$ cat config.mk
export PLATFORM = sky130hd
export DESIGN_NAME = spike_synapse
export DESIGN_NICKNAME = d
export VERILOG_FILES = /design/src/rtl/spike_synapse.sv
export SDC_FILE = /design/constraint.sdc
export NUM_CORES = 1
export LEC_CHECK = 0
export ABC_CLOCK_PERIOD_IN_PS = 4100
export CAP_MARGIN = 20
export CORE_AREA = 3 3 62 121
export CTS_BUF_LIST = sky130_fd_sc_hd__clkbuf_8 sky130_fd_sc_hd__clkbuf_16
export DETAILED_ROUTE_END_ITERATION = 6
export DIE_AREA = 0 0 65 124
export REMOVE_ABC_BUFFERS = 1
export SYNTH_ARGS = -nofsm -noshare
export SYNTH_HDL_FRONTEND = slang
export SYNTH_SLANG_ARGS = --single-unit
export TNS_END_PERCENT = 50
$ cat constraint.sdc
create_clock -name clk -period 4.1 [get_ports clk]
set_clock_uncertainty 0.1 [all_clocks]
set_input_delay 0.41 -clock clk [delete_from_list [all_inputs] [get_ports clk]]
set_output_delay 0.41 -clock clk [all_outputs]
set_load 0.005 [all_outputs]
$ cat src/rtl/spike_synapse.sv
// Edge-triggered synapse: converts upstream spike edges into a leaky stimulus current,
// enforces a refractory period after each accepted spike, and reports windowed spike rate.
module spike_synapse #(
    parameter int DECAY_SHIFT = 3,
    parameter int REFRACT     = 4
) (
    input  logic       clk,
    input  logic       rst_n,
    input  logic       pre_spike,
    input  logic [7:0] weight,
    input  logic       en,
    output logic [7:0] syn_current,
    output logic       syn_event,
    output logic       busy,
    output logic [7:0] rate,
    output logic       rate_valid,
    output logic [7:0] dropped,
    output logic       dbg_state
);

    // Handshake: syn_event and rate_valid are one-cycle valid strobes with no ready;
    // syn_current / rate are meaningful in the strobe cycle and the consumer must take them then.

    typedef enum logic {
        ST_IDLE    = 1'b0,
        ST_REFRACT = 1'b1
    } state_t;

    localparam logic [3:0] REFRACT_LD = 4'(REFRACT);

    state_t     state;
    state_t     state_next;
    logic [3:0] timer;
    logic [3:0] timer_next;
    logic       prev;
    logic       spike_edge;
    logic       accept;
    logic       reject;

    logic [7:0] shifted;
    logic [7:0] leak;
    logic [8:0] sum;
    logic [7:0] cur_next;

    logic [7:0] wcnt;
    logic [7:0] acc;
    logic [7:0] acc_inc;

    // prev resets high so a level already present at reset release is not an edge
    assign spike_edge = pre_spike & ~prev;
    assign accept     = spike_edge & en & (state == ST_IDLE);
    assign reject     = spike_edge & ~accept;
    assign busy       = (state == ST_REFRACT);
    assign dbg_state  = state;

    always_comb begin
        state_next = state;
        timer_next = timer;
        case (state)
            ST_IDLE: begin
                if (accept) begin
                    state_next = ST_REFRACT;
                    timer_next = REFRACT_LD;
                end
            end
            ST_REFRACT: begin
                timer_next = timer - 4'd1;
                if (timer == 4'd1) begin
                    state_next = ST_IDLE;
                end
            end
            default: begin
                state_next = ST_IDLE;
                timer_next = 4'd0;
            end
        endcase
    end

    // Leak always makes progress: small currents whose shifted value is zero still drop by one
    always_comb begin
        shifted = syn_current >> DECAY_SHIFT;
        leak    = 8'd0;
        if (syn_current != 8'd0) begin
            if (shifted == 8'd0) begin
                leak = syn_current - 8'd1;
            end else begin
                leak = syn_current - shifted;
            end
        end
        sum      = {1'b0, leak} + {1'b0, weight};
        cur_next = leak;
        if (accept) begin
            cur_next = sum[8] ? 8'hFF : sum[7:0];
        end
    end

    always_comb begin
        acc_inc = acc;
        if (accept && acc != 8'hFF) begin
            acc_inc = acc + 8'd1;
        end
    end

    always_ff @(posedge clk) begin
        if (!rst_n) begin
            state <= ST_IDLE;
            timer <= 4'd0;
            prev  <= 1'b1;
        end else begin
            state <= state_next;
            timer <= timer_next;
            prev  <= pre_spike;
        end
    end

    always_ff @(posedge clk) begin
        if (!rst_n) begin
            syn_current <= 8'd0;
            syn_event   <= 1'b0;
            dropped     <= 8'd0;
        end else begin
            syn_current <= cur_next;
            syn_event   <= accept;
            if (reject && dropped != 8'hFF) begin
                dropped <= dropped + 8'd1;
            end
        end
    end

    // An accept in the closing cycle of a window belongs to that window only
    always_ff @(posedge clk) begin
        if (!rst_n) begin
            wcnt       <= 8'd0;
            acc        <= 8'd0;
            rate       <= 8'd0;
            rate_valid <= 1'b0;
        end else begin
            wcnt <= wcnt + 8'd1;
            if (wcnt == 8'hFF) begin
                rate       <= acc_inc;
                acc        <= 8'd0;
                rate_valid <= 1'b1;
            end else begin
                acc        <= acc_inc;
                rate_valid <= 1'b0;
            end
        end
    end

endmodule

== Word-level counts from Yosys, hierarchy flattened ==
Cells that the tools add are included.
Storage, ports and cells
  flip-flop bits (word level): 48
  bits of input ports: 12
  output and inout bits: 28
  word-level logic and storage cells: 46
Operators by class
  add/sub/neg operators: 7
  equality and inequality tests: 5
  multiplexer cells: 11
  bitwise gates (word level): 8
  reductions and logical operators: 5
Operators with widths (count)
  two-way mux 8 bit: 5
  adder 8 x 1 -> 8 bit, second input constant: 3
  inequality test 8 bit, second input constant: 2
  adder 8 x 8 -> 9 bit: 1
  == test 8 bit, second input constant: 1
  logical NOT 8 bit: 1
  one-hot mux 4 bit (2 select lines): 1
  nonzero test 8 bit: 1
  subtractor 8 x 1 -> 8 bit, second input constant: 1
  subtractor 8 x 5 -> 8 bit: 1
  AND 1 bit: 4
  == test 4 x 1 -> 1 bit, second input constant: 1
  two-way mux 4 bit: 1
  inverter 1 bit: 4
  subtractor 4 x 1 -> 4 bit, second input constant: 1
  two-way mux 1 bit: 3
  logical AND 1 bit: 2
  inequality test 2 bit, second input constant: 1
  one-hot mux 1 bit (2 select lines): 1
  OR reduction 2 bit: 1

== Depth between registers and ports, before layout ==
Gate-level depths: netlist (run 1).
  depth in word-level cells: 7
  mapped depth: 15
  gate-level depth less buffers: 15

== Least setup slack after synthesis (run 1) ==
Ideal clock, no wire load.
  path kind: register -> register
  from: reg syn_current[6]
  to: reg syn_current[5]
  library setup time: 0.120 ns
  arrival time: 3.311 ns
  required time: 3.880 ns
  path slack: 0.569 ns
  stages on the path, launching flop included: 16
  buffers on the path: 0
  clock period less this slack: 3.531 ns
  path through: dfxtp_1 > nor4_1 > or2_2 > ha_1 > inv_1 > fa_1 > a211oi_1 > nor2_1 > nor3_1 > mux2_2 > ha_1 > o211a_1 > a211oi_1 > o21a_1 > a21oi_1 > o31a_1
On the way
  word-level cells in the longest chain between the ends: 6
  elaborated cells on any way between the ends: 9
  classes of those cells: 3 x add/sub; 4 x mux; 2 x reduce/logical
Ends and longest elaborated chain
  from (decl): RTL line 12  | output logic [7:0] syn_current,
  from (signal assigned): RTL line 122  | syn_current <= cur_next;
  subtractor 8 x 5 -> 8 bit (tied with other cells): RTL line 87  | leak = syn_current - shifted;
  two-way mux 8 bit: RTL line 84  | if (shifted == 8'd0) begin
  two-way mux 8 bit *: RTL line 83  | if (syn_current != 8'd0) begin
  adder 8 x 8 -> 9 bit: RTL line 90  | sum = {1'b0, leak} + {1'b0, weight};
  two-way mux 8 bit: RTL line 93  | cur_next = sum[8] ? 8'hFF : sum[7:0];
  two-way mux 8 bit *: RTL line 92  | if (accept) begin
Mark *: on every way between the ends. The rest lies on a longest branch, timed or not.
A chain may end at the register's enable or synchronous reset.

== Worst setup path after layout (run 1) ==
Ends and elaborated chain as after synthesis.

==> flow_summary.ini, run 1 <==
[timing]
whs_ns = 0.353
timing.setup.tns_ns = 0
worst_slew_pin_slew_ns = 0.751
period_share_pct = 93.3
post-route-min-period_ns = 3.82
rsz0062_at_grt = false
slew_viol_final = 0
hold_viol = 0
maxSlewHeadroom_pct = 49.7
fmax_mhz = 262
setup_viol = 0

[setup_path]
slowest_stage = fa_1
timing.rr.start = syn_current[6]
r2r_setup_slack_ns = 0.28
slowest_delay_ns = 0.42
crit_chain = nor4_2, or2_2, ha_1, inv_1, fa_1, a211oi_1, nor2_1, nor3_1, mux2_2, ha_1, o211a_1, a211oi_1, o21a_1, a21oi_1, o31a_1
worst_setup_path_end_kind = flop
startpoint_type = flop
critical_path_required_ns = 4.18
path_class = flop to flop
worstPathMaxFanout = 6
cp.arrival_ns = 3.91
worst-path-buf-inv = 1
cpLargestDelayFamily = compound AO/OA/AOI/OAI gates
reg2reg_depth = 15
rr_endpoint = syn_current[5]

[placed_design]
io_buffers = 39
place.gp.congestion = 0.764
hpwl_mm = 4.59

[global_route]
grt_pass1_wl_mm = 10.0
overflow = 0
grt_pass1_vias = 2222
grt_start_max_net_pins = 29
antenna_found_initial = 0
grt_use_total_pct = 16.1

[route]
drt-vias-per-instance = 5.26
num_vias = 2209
wl_met1_mm = 2.11
ant_nets = 0
route.met3.wl_um = 160
drc = 0
drtIter0Drc = 59
wl_met2_mm = 3.55
maxUsedRoutingLayer = met4
drt_pass1_iterations = 4
wl_mm = 5.98
wl_per_cell_um = 14.2

[min_path]
hold-path-endpoint = wcnt[0]
hp-start = wcnt[0]
holdPathStages = 1
min_path_type = flop to flop

[cts]
hold_buffers = 0
cts-htree-levels = 2
cts_tree = done
clkLatencyLatePin_ns = 0.29
cts_buffers = 5
clk_pin_slew_ns = 0.07
cts-root-buf = clkbuf_16
cts.sinks = 48
cts_buffer_depth = 2

[power]
leakage_nw = 1.21
p_seq_share_pct = 25.2
power_switching_w = 0.000869
p_clk_share_pct = 18.9
intPower_w = 0.00130
power_density_mw_per_mm2 = 682
vdd_drop_max_uv = 364
sw_frac_of_total_pct = 40.1
p_comb_share_pct = 55.8

[logic_synthesis]
syn_area_sq_mm = 0.00257
yosysSeqAreaShare_pct = 37.4
ys_seq_elements = 48
yosys-top-cells-area = dfxtp_1 37%, ha_1 8.8%, nor2_1 4.7%
synth_edf_count = 0
ys.flop_type = dfxtp_1
netlist-cell-type-count = 53
synth_top_area_cell = dfxtp_1
ys_warn_count = 0
synth_cells = 294
syn_area_per_cell_sq_um = 8.75
synthDominantCellAreaShare_pct = 37.4
synth-async-reset-ratio_pct = 0

[die]
io_pins = 40
core_area_sq_mm = 0.00667
start_util_pct = 38.5
die-width_um = 65
rows = 42
dieArea_sq_mm = 0.00806
die_h_um = 124

[layout]
layout-drive-gt1-share_pct = 6.33
area_delta_synth_final_pct = 23.6
n_antenna_cell = 0
nets = 363

[status]
outcome = completed

[run]
maxCapViolCount = 0
-- how the worst max path moves through the flow --
stage / from / to / cells after the start
final: syn_current[6] / syn_current[5] / 15
after global routing: syn_current[6] / syn_current[5] / 15
after CTS: syn_current[6] / syn_current[5] / 15
after detailed placement: syn_current[6] / syn_current[5] / 15
after global placement: syn_current[6] / syn_current[5] / 15
after floorplan: syn_current[6] / syn_current[5] / 15
-- state kept, by name (all words and copies together) (netlist names) --
signal       count
dropped          8
rate_valid       1
busy             1
wcnt             8
syn_current      8
syn_event        1
timer            4
acc              8
rate             8
prev             1
-- timing repair --
action                                  CTS  global route
resized for setup                         0             1
buffers inserted                          0             0
endpoints found under the setup margin    0             1
-- metrics by stage --
| step | utilization, % | instance area, sq um | power [W] | setup slack, ns | std cells |
|---|---|---|---|---|---|
| final | 47.7 | 3180 | 0.00217 | 0.276 | 420 |
| after global routing | 47.7 | 3180 | 0.00235 | 0.0150 | 420 |
| after CTS | 47.6 | 3170 | 0.00219 | 0.164 | 420 |
| after detailed placement | 45.4 | 3030 | 0.00177 | 0.171 | 412 |
| after global placement | 45.4 | 3030 | 0.00176 | 0.287 | 412 |
| after floorplan | - | 2520 | 0.00146 | 0.558 | 284 |
-- power by group through the flow --
stage / clock, W / sequential, W / combinational, W
final: 0.000411 / 0.000547 / 0.00121
after global routing: 0.000437 / 0.000557 / 0.00136
after CTS: 0.000424 / 0.000546 / 0.00122
after detailed placement: 0 / 0.000556 / 0.00121
after global placement: 0 / 0.000556 / 0.00120
after floorplan: 0 / 0.000552 / 0.000910
-- synth_stat cells, drive strengths merged, types with 3 or more instances --
cell type and instances:
dfxtp 48, nor2 32, a21oi 22, o21ai 20, ha 18, inv 17, nand2 13, nand3 11
xor2 11, xnor2 10, buf 8, nand4 7, nor3 6, a211oi 5, mux2i 5, nor2b 5
or2 5, a31oi 4, and3 4, or3 4, nor4 3, o31a 3
-- cells in the final DEF (no fill, tap or decap), drive strengths merged, types with 5 or more instances in the layout --
master and count:
nand2 13, mux2i 5, xnor2 10, nand4 7, nor3 6, a211oi 5
dfxtp 48, nor2b 5, clkbuf 6, inv 19, o21ai 20, xor2 11
nand3 11, or2 5, a21oi 22, clkdlybuf4s50 39, ha 18, nor2 32
-- cell type report --
cell class / count / area (sq um)
Clock buffer: 6 / 139
Clock inverter: 2 / 7.51
Fill cell: 703 / 3490
Inverter: 17 / 63.8
Multi-Input combinational cell: 219 / 1500
Sequential cell: 48 / 961
Tap cell: 88 / 110
Timing Repair Buffer: 40 / 398
-- layer usage --
metal / GRT usage [%] / up-vias
li1: - / 1122
met3: 2.98 / 10
met2: 32.2 / 28
met4: 8.21 / 0
met1: 14.7 / 1049
met5: 0 / -
-- cells by family (layout without fill, tap and decap cells) --
family / count (synthesis) / after routing / synth area share [%]
compound gates: 72 / 72 / 18.1
xor+xnor: 21 / 21 / 7.15
fa+ha+maj: 20 / 20 / 10.3
buf+inv: 27 / 65 / 4.52
flops: 48 / 48 / 37.4
mux: 6 / 6 / 2.38
simple gates: 100 / 100 / 20.2
-- worst reg2reg max path, stage by stage, from the launching register on --
cell	delay, ns
dfxtp_1	0.36
nor4_2	0.33
or2_2	0.17
ha_1	0.15
inv_1	0.05
fa_1	0.42
a211oi_1	0.23
nor2_1	0.10
nor3_1	0.15
mux2_2	0.37
ha_1	0.32
o211a_1	0.15
a211oi_1	0.29
o21a_1	0.31
a21oi_1	0.10
o31a_1	0.13
(Power assumes the default switching activity.)
==> inputs of run 2 (changes only) <==
Settings changed: TNS_END_PERCENT 50 to default.
==> results of run 2 <==
The final DEF is identical to that of run 1; final timing and power are the same.
==> inputs of run 3 (changes only) <==
Settings changed: RECOVER_POWER from default to 100.
==> run 3 against run 2 <==
Global-route usage unchanged. Routed wire length up 0.43%. Worst setup slack worse by 0.011 ns. Fmax down 0.27%. Clock power about the same. Critical endpoint unchanged. Highest routed layer unchanged.
==> flow_summary.ini, run 3 (synthesized netlist as in run 1, its figures left out) <==
[status]
outcome = completed

[cts]
clk_pin_slew_ns = 0.06
clkLatencyLatePin_ns = 0.29
cts.sinks = 48
cts-root-buf = clkbuf_16
cts_resized = 0
cts_setup_buffers = 0
cts_buffer_depth = 2
cts-htree-levels = 2
cts_buffers = 5
cts_tree = done
hold_buffers = 0

[timing]
post-route-min-period_ns = 3.83
fin_ws_ns = 0.266
timing.setup.tns_ns = 0
rsz0062_at_grt = false
slew_viol_final = 0
worst_slew_pin_slew_ns = 0.843
setup_viol = 0
maxSlewHeadroom_pct = 43.2
fmax_mhz = 261
hold_viol = 0
period_share_pct = 93.5

[die]
rows = 42
die-width_um = 65
start_util_pct = 38.5
core_area_sq_mm = 0.00667
die_h_um = 124
io_pins = 40
dieArea_sq_mm = 0.00806

[placed_design]
place_ws_ns = 0.171
place.gp.congestion = 0.764
hpwl_mm = 4.59
io_buffers = 39

[route]
wl_mm = 6.00
drc = 0
num_vias = 2225
drtIter0Drc = 58
wl_per_cell_um = 14.3
drt-vias-per-instance = 5.30
ant_nets = 0
drt_pass1_iterations = 4

[layout]
ff_latch_area_sq_um = 961
n_antenna_cell = 0
area_delta_synth_final_pct = 23.0
fillers = 706
layout-drive-gt1-share_pct = 5.42
layout_common_cells = 48 x dfxtp_1, 32 x nor2_1, 30 x dlygate4sd3_1
nets = 363
layout_commonest_cell = dfxtp_1
multiInputGateArea_sq_mm = 0.00149

[run]
maxCapViolCount = 0

[setup_path]
crit_chain = nor4_2, or2_2, ha_1, inv_1, fa_1, a211oi_1, nor2_1, nor3_1, mux2_2, ha_1, o211a_1, a211oi_1, o21a_1, a21oi_1, o31a_1
worst_setup_path_end_kind = flop
path_class = flop to flop
cp.arrival_ns = 3.92
slowest_delay_ns = 0.41
worst-path-buf-inv = 1
worstPathMaxFanout = 6
startpoint_type = flop
critical_path_required_ns = 4.18
cpLargestDelayFamily = compound AO/OA/AOI/OAI gates
slowest_stage = fa_1

[power]
leakage_nw = 1.28
vdd_drop_max_uv = 363
power_density_mw_per_mm2 = 681

[global_route]
grt_pass1_wl_mm = 10.0
overflow = 0
grt_pass1_vias = 2222
grt_start_max_net_pins = 29
grt_use_total_pct = 16.1
antenna_found_initial = 0

[min_path]
min_path_type = flop to flop
==> run 3: cell types whose count changed in the layout (fill, tap and decap cells not counted), sizes merged <==
| cell | previous run | this run |
|---|---|---|
| buf | 1 | 0 |
| clkbuf | 6 | 7 |
| clkdlybuf4s50 | 39 | 9 |
| dlygate4sd3 | 0 | 30 |
==> run 3: report_power, final <==
group,switching [W],total (W),internal (W)
sequential,0.0000389,0.000546,0.000507
clock,0.000173,0.000411,0.000239
combinational,0.000655,0.00120,0.000542
==> run 3: metal layers <==
layer  global-route usage, %  vias up  routed length (um)
met2                    32.2       30                3540
met4                    8.21        0                 166
met1                    14.7     1066                2130
li1                        -     1119                   -
met5                       0        -                   0
met3                    2.98       10                 161
==> run 3: worst paths after layout <==
| path | start | to | slack (ns) | cells past startpoint |
|---|---|---|---|---|
| worst max-delay path | syn_current[6] | syn_current[5] | 0.27 | 15 |
| worst min-delay path | wcnt[0] | wcnt[0] | 0.36 | 1 |
| worst max register to register | syn_current[6] | syn_current[5] | 0.27 | 15 |
| worst min register to register | wcnt[0] | wcnt[0] | 0.36 | 1 |
==> run 3: per-stage QoR <==
step                hold slack (ns)  power (W)  std cells  utilization (%)  area (sq um)
CTS                           0.354    0.00219        420             47.6          3170
global route                  0.390    0.00234        420             47.4          3160
global placement              0.327    0.00176        412             45.4          3030
finish                        0.356    0.00215        420             47.4          3160
detailed placement            0.342    0.00177        412             45.4          3030
floorplan                     0.318    0.00146        284                -          2520
==> run 3: layout make-up <==
class | count | share of cell area, %
inverters | 17 | 2.02
multi-input cells | 219 | 47.1
well taps | 88 | 3.48
clock buffers | 6 | 4.39
flip-flops and latches | 48 | 30.4
repair buffers | 40 | 12.5
clock inverters | 2 | 0.237
